<file path="src/rtl/div_unit.sv">
// div_unit: 32-bit radix-2 restoring divider, fixed 33-cycle latency, signed/unsigned quotient/remainder
module div_unit (
  input  logic        CLK,
  input  logic        RESETN,
  input  logic [31:0] DATA1,
  input  logic [31:0] DATA2,
  input  logic [1:0]  FUNCT,
  input  logic        START,
  output logic [31:0] RESULT,
  output logic        BUSY,
  output logic        DONE
);
  typedef enum logic [1:0] {IDLE, ITER, FIX, DONE_S} state_t;
  state_t st, nx;
  logic [31:0] quo, rem, dvs, orig, q_f, r_f, res_n;
  logic [32:0] sh, diff;
  logic [5:0] cnt;
  logic [1:0] fn;
  logic na, nb, sgn_in;
  assign sgn_in = ~FUNCT[0];
  assign BUSY = (st == ITER) || (st == FIX);
  assign DONE = st == DONE_S;
  // bit 32 of the 33-bit trial is set exactly when the shifted remainder is below the divisor
  always_comb begin
    nx = (st == IDLE) ? (START ? ITER : IDLE) :
         (st == ITER) ? ((cnt == 6'd31) ? FIX : ITER) :
         (st == FIX)  ? DONE_S : IDLE;
    sh = {rem, quo[31]};
    diff = sh - {1'b0, dvs};
    q_f = (~fn[0] & (na ^ nb)) ? -quo : quo;
    r_f = (~fn[0] & na) ? -rem : rem;
    res_n = (dvs == 32'd0) ? (fn[1] ? orig : 32'hFFFFFFFF) : (fn[1] ? r_f : q_f);
  end
  always_ff @(posedge CLK) begin
    if (!RESETN) begin
      st <= IDLE;
      quo <= '0;
      rem <= '0;
      dvs <= '0;
      orig <= '0;
      cnt <= '0;
      fn <= '0;
      na <= 1'b0;
      nb <= 1'b0;
      RESULT <= '0;
    end else begin
      st <= nx;
      if (st == IDLE && START) begin
        fn <= FUNCT;
        orig <= DATA1;
        na <= DATA1[31];
        nb <= DATA2[31];
        quo <= (sgn_in & DATA1[31]) ? -DATA1 : DATA1;
        dvs <= (sgn_in & DATA2[31]) ? -DATA2 : DATA2;
        rem <= '0;
        cnt <= '0;
      end else if (st == ITER) begin
        cnt <= cnt + 6'd1;
        rem <= diff[32] ? sh[31:0] : diff[31:0];
        quo <= {quo[30:0], ~diff[32]};
      end
      if (st == FIX) RESULT <= res_n;
    end
  end
endmodule

</file>
<file path="config.mk">
export PLATFORM = sky130hd
export DESIGN_NAME = div_unit
export DESIGN_NICKNAME = d
export VERILOG_FILES = /design/src/rtl/div_unit.sv
export SDC_FILE = /design/constraint.sdc
export NUM_CORES = 1
export LEC_CHECK = 0
export BUFFER_PORTS_ARGS = -buffer_cell sky130_fd_sc_hd__buf_4
export CAP_MARGIN = 20
export CORE_MARGIN = 8
export CORE_UTILIZATION = 40
export CTS_BUF_LIST = sky130_fd_sc_hd__clkbuf_4 sky130_fd_sc_hd__clkbuf_8
export CTS_CLUSTER_DIAMETER = 50
export CTS_CLUSTER_SIZE = 14
export DETAILED_ROUTE_END_ITERATION = 10
export PLACE_DENSITY = 0.57
export RECOVER_POWER = 50
export SYNTH_ARGS = -nofsm -noshare
export SYNTH_HDL_FRONTEND = slang
export SYNTH_SLANG_ARGS = --single-unit
</file>
<file path="constraint.sdc">
create_clock -name CLK -period 5.8 [get_ports CLK]
set_input_delay 1.45 -clock CLK [delete_from_list [all_inputs] [get_ports CLK]]
set_output_delay 1.45 -clock CLK [all_outputs]
set_load 0.02 [all_outputs]
</file>
# Word-level counts from Yosys, hierarchy flattened
# Index checks and enable logic that the tools add are counted.
dict set report classes {
  eq_ne 4
  bitwise_logic 9
  add_sub_neg 6
  reduce_logical 6
  n_mux 15
}
# operator count
set ops {}
lappend ops {{$mux W32} 10}
lappend ops {{$neg A32 Y32} 4}
lappend ops {{$sub A33 B32 Y33} 1}
lappend ops {{$logic_not A32 Y1} 1}
lappend ops {{$mux W2} 4}
lappend ops {{$add A6 B1 Y6 const B} 1}
lappend ops {{$eq A6 B5 Y1 const B} 1}
lappend ops {{$and A1 B1 Y1} 4}
lappend ops {{$eq A2 B2 Y1 const B} 2}
lappend ops {{$not A1 Y1} 4}
lappend ops {{$eq A2 B1 Y1 const B} 1}
lappend ops {{$logic_not A2 Y1} 1}
lappend ops {{$reduce_bool A2 Y1} 1}
lappend ops {{$reduce_or A2 Y1} 1}
lappend ops {{$logic_and A1 B1 Y1} 1}
lappend ops {{$logic_or A1 B1 Y1} 1}
lappend ops {{$mux W1} 1}
lappend ops {{$xor A1 B1 Y1} 1}
dict set report word_totals {
  input_bits 69
  register_bits 172
  output_inout_bits 34
  word_cells 50
}

# Longest topological paths before layout
dict set report logic_depth {
  word_depth 5
  mapped_depth 13
  depth_no_buf 12
}

# Least setup slack after synthesis
# Ideal clock, no wire load.
dict set report synth_timing {
  kind {input -> register}
  from {input port DATA1[14]}
  to {register quo[29]}
  required_time_ps 5677
  setup_time_ps 123
  path_slack_ps 2011
  arrival_ps 3665
  n_path_buf 0
  cell_stages 9
  path_cell_list {or4_4 or3_4 or4_4 nor3_4 nand2_2 or2_4 o41ai_4 xor2_1 o22ai_1}
}
dict set report synth_between {
  elab_chain_len 3
}
# element line_no
set synth_rtl {}
lappend synth_rtl {{from (decl)} 5} ;# input logic [31:0] DATA1,
lappend synth_rtl {{$neg A32 Y32} 53} ;# quo <= (sgn_in & DATA1[31]) ? -DATA1 : DATA1;
lappend synth_rtl {{$mux W32} 53}
lappend synth_rtl {{$mux W32} 48} ;# if (st == IDLE && START) begin
lappend synth_rtl {{to (signal assigned)} 53}
lappend synth_rtl {{to (signal assigned)} 60} ;# quo <= {quo[30:0], ~diff[32]};
lappend synth_rtl {{to (decl)} 15} ;# logic [31:0] quo, rem, dvs, orig, q_f, r_f, res_n;
# Every way passes these cells.
# A chain may end at the register's enable or synchronous reset.

# Final worst setup path
dict set report layout_timing {
  from {input port START}
  to {register dvs[31]}
}
dict set report layout_between {
  elab_chain_len 1
}
# element line_no
set layout_rtl {}
lappend layout_rtl {{from (decl)} 8} ;# input logic START,
lappend layout_rtl {{$logic_and A1 B1 Y1} 48}
lappend layout_rtl {{to (signal assigned)} 54} ;# dvs <= (sgn_in & DATA2[31]) ? -DATA2 : DATA2;
lappend layout_rtl {{to (decl)} 15}
# Every way passes these cells.

==> metrics.md <==
| Metric | Value |
|---|---|
| Status | finished with violations |
| Failing checks | max-capacitance violations, max-slew violations |
| Hold path depth | 2 |
| Grt total ovfl | 0 |
| Clock Skews | 0.0162 ns |
| Area grow syn2layout | 11.0% |
| # port buffers | 102 |
| Initial antenna violation count | 0 |
| RD Place Congestion | 0.844 |
| Hold Crit Class | register to register |
| Critical path data required time | 6.23 ns |
| P per Cell Area | 234 nW/um^2 |
| Die Ht | 187 um |
| Worst-margin pin slew | 2.46 ns |
| Setup TNS Final | 0 ns |
| Final Hold Viols | 0 |
| Share of cells above drive strength 1 | 9.19% |
| Post-Route Utilization | 45.1% |
| Hold WS | 0.470 ns |
| Total Wirelength | 33.1 mm |
| Worst-case reg-to-reg path depth | 7 |
| Critical Path Fanout Max | 63 |
| Routed len/inst | 17.0 um |
| Final Non-Filler Cells | 1940 |
| WS Path Type | primary input to register |
| HPWL Detailed | 24.6 mm |
| DIE AREA | 35000 sq um |
| Top-Level Pins | 103 |
| First-pass GRT wire length | 54.2 mm |
| Vias post-DR | 10689 |
| Largest area contributor in the netlist | dfxtp_1 |
| Post-layout min period | 4.41 ns |
| GRT Total Usage | 18.4% |
| Avg Inst Size Synth | 7.84 sq um |
| Largest cells by area after synthesis | dfxtp_1 29%, nand2_1 6.8%, xor2_1 5.5% |
| Total core area | 28800 sq um |
| Worst setup SP type | primary input |
| Die W | 187 um |
| Yosys warns | 0 |
| ANT nets after route | 0 |
| Max Transition Viols Final | 164 |
| Num CTS Buffers | 17 |
| Most numerous cell in the Yosys netlist | nand2_1 |
| Clock slew at reported path FFs | 0.10 ns |
| Synth async-reset ratio | 0% |
| Crit path DAT | 4.84 ns |
| Headroom to the max-slew limit | -64.1% |
| Synth cell types | 74 |
| CTS tree | done |
| N_diodes | 0 |
| Max-cap check violation count | 3 |
| Root Buffer | clkbuf_8 |
| Starting density of the core | 40.6% |
| Cells after Synth | 1492 |
| Syn_nets | 1603 |
| Final setup viols | 0 |
| Top-area cell type share of the netlist area | 29.3% |
| CTS-repair resized insts | 0 |
| Largest net degree at the start of global routing | 72 |
| Period utilization | 76.0% |
| Max Fclk | 0.227 GHz |
| Worst vdd ir | 0.142 mV |
| DR iter-0 viols | 605 |
| # hold bufs at CTS | 0 |
| #FFs+latches synth | 171 |
| Vias per inst | 5.51 |
| Vias in the first global route | 10239 |
| CP Capture Type | register |
| Post-synth top cells | 213 x nand2_1, 171 x dfxtp_1, 119 x a21oi_1, 101 x o21ai_0, 83 x nor2_1 |
| Num Clock Sinks | 171 |
| Final Worst Setup Slack | 1.39 ns |
| Pre-CTS setup slack | 1.62 ns |
| Sequential fraction of the synthesis area | 29.3% |
| Fillers | 2983 |
| Inst Count DP | 1908 |
| Post-synth EDFFs | 0 |
| TritonRoute pass-1 iters | 7 |
| Post-Syn Area | 11700 sq um |
| DR DRC count | 0 |
| Final #Nets | 1654 |
| Clock Tree Buf Depth | 2 |
| RSZ-0062 raised after global routing | no |
| H-tree levels | 4 |
| P_leak | 5.33 nW |
| Setup Buffers After CTS | 0 |
| Site Rows | 62 |
| Top_reg_cell synth | dfxtp_1 |
| Clock latency on the worst-skew pair | 0.48 ns |
==> cells in the final DEF (no fill, tap or decap), drive strengths merged, types with 13 or more instances in the layout <==
cell type and instances:
nand2 215, dfxtp 171, a21oi 119, o21ai 103, nor2 83, buf 82, xor2 73, inv 68
xnor2 65, clkbuf 56, mux2i 48, o211a 44, a21boi 41, ha 41, nor3 28, nor2b 24
o31ai 24, nor4 21, o21a 19, nand3 17, a221oi 16, o211ai 14, or3 14, or4 13
==> through the flow <==
step / cell area [sq um] / power [mW]
after global routing: 13000 / 3.22
after detailed placement: 12700 / 2.22
after floorplan: 11700 / 1.98
final: 13000 / 3.04
after CTS: 13100 / 3.06
after global placement: 12700 / 2.21
==> registers in the layout, indices dropped and copies added, names as in the netlist <==
signal,cells
RESULT,32
dvs,32
orig,32
quo,32
rem,32
cnt,6
fn,2
st,2
nb,1
==> power by group <==
group | leakage, nW | switching [mW] | internal, mW
sequential | 1.40 | 0.0859 | 1.24
clock | 0.186 | 0.471 | 0.371
combinational | 3.75 | 0.498 | 0.377
total | 5.33 | 1.06 | 1.99
==> final cells by class <==
class	instances	area, sq um	share of cell area (%)
Clock buffer	20	269	2.07
Clock inverter	12	114	0.877
Inverter	65	244	1.88
Multi-Input combinational cell	1170	7700	59.3
Sequential cell	171	3420	26.4
Tap cell	384	480	3.70
Timing Repair Buffer	118	751	5.78
==> cells by family after synthesis <==
logic type	after synthesis	synth area share (%)
buffers and inverters	151	5.12
multiplexers	51	4.40
AO/OA/AOI/OAI	468	27.1
AND/OR/NAND/NOR	471	19.2
XOR/XNOR	138	10.4
flip-flops	171	29.3
adder cells (fa/ha/maj)	42	4.56
==> path summary, 6_finish.rpt <==
path,from,end,slack [ns]
setup reg to reg,st[0],dvs[31],1.79
hold / removal,orig[1],orig[1],0.47
hold reg to reg,orig[1],orig[1],0.47
setup / recovery,START,dvs[31],1.39
==> layer usage <==
metal | GRT usage, % | routed length (um) | vias to the layer above | part of all wire (%)
met4 | 3.57 | 254 | 0 | 0.77
met1 | 26.2 | 16900 | 4966 | 51
met3 | 2.52 | 1410 | 18 | 4.3
met2 | 29.2 | 14500 | 258 | 44
met5 | 0 | 0 | - | 0
li1 | - | - | 5447 | -
==> worst max-delay path: stages <==
cell and delay [ns]:
clkbuf_1 0.12, and2_4 0.55, clkbuf_1 1.80, nand2_1 0.45, o22ai_1 0.22, and2_1 0.16
Note: power is estimated with default switching activity, not from simulation.
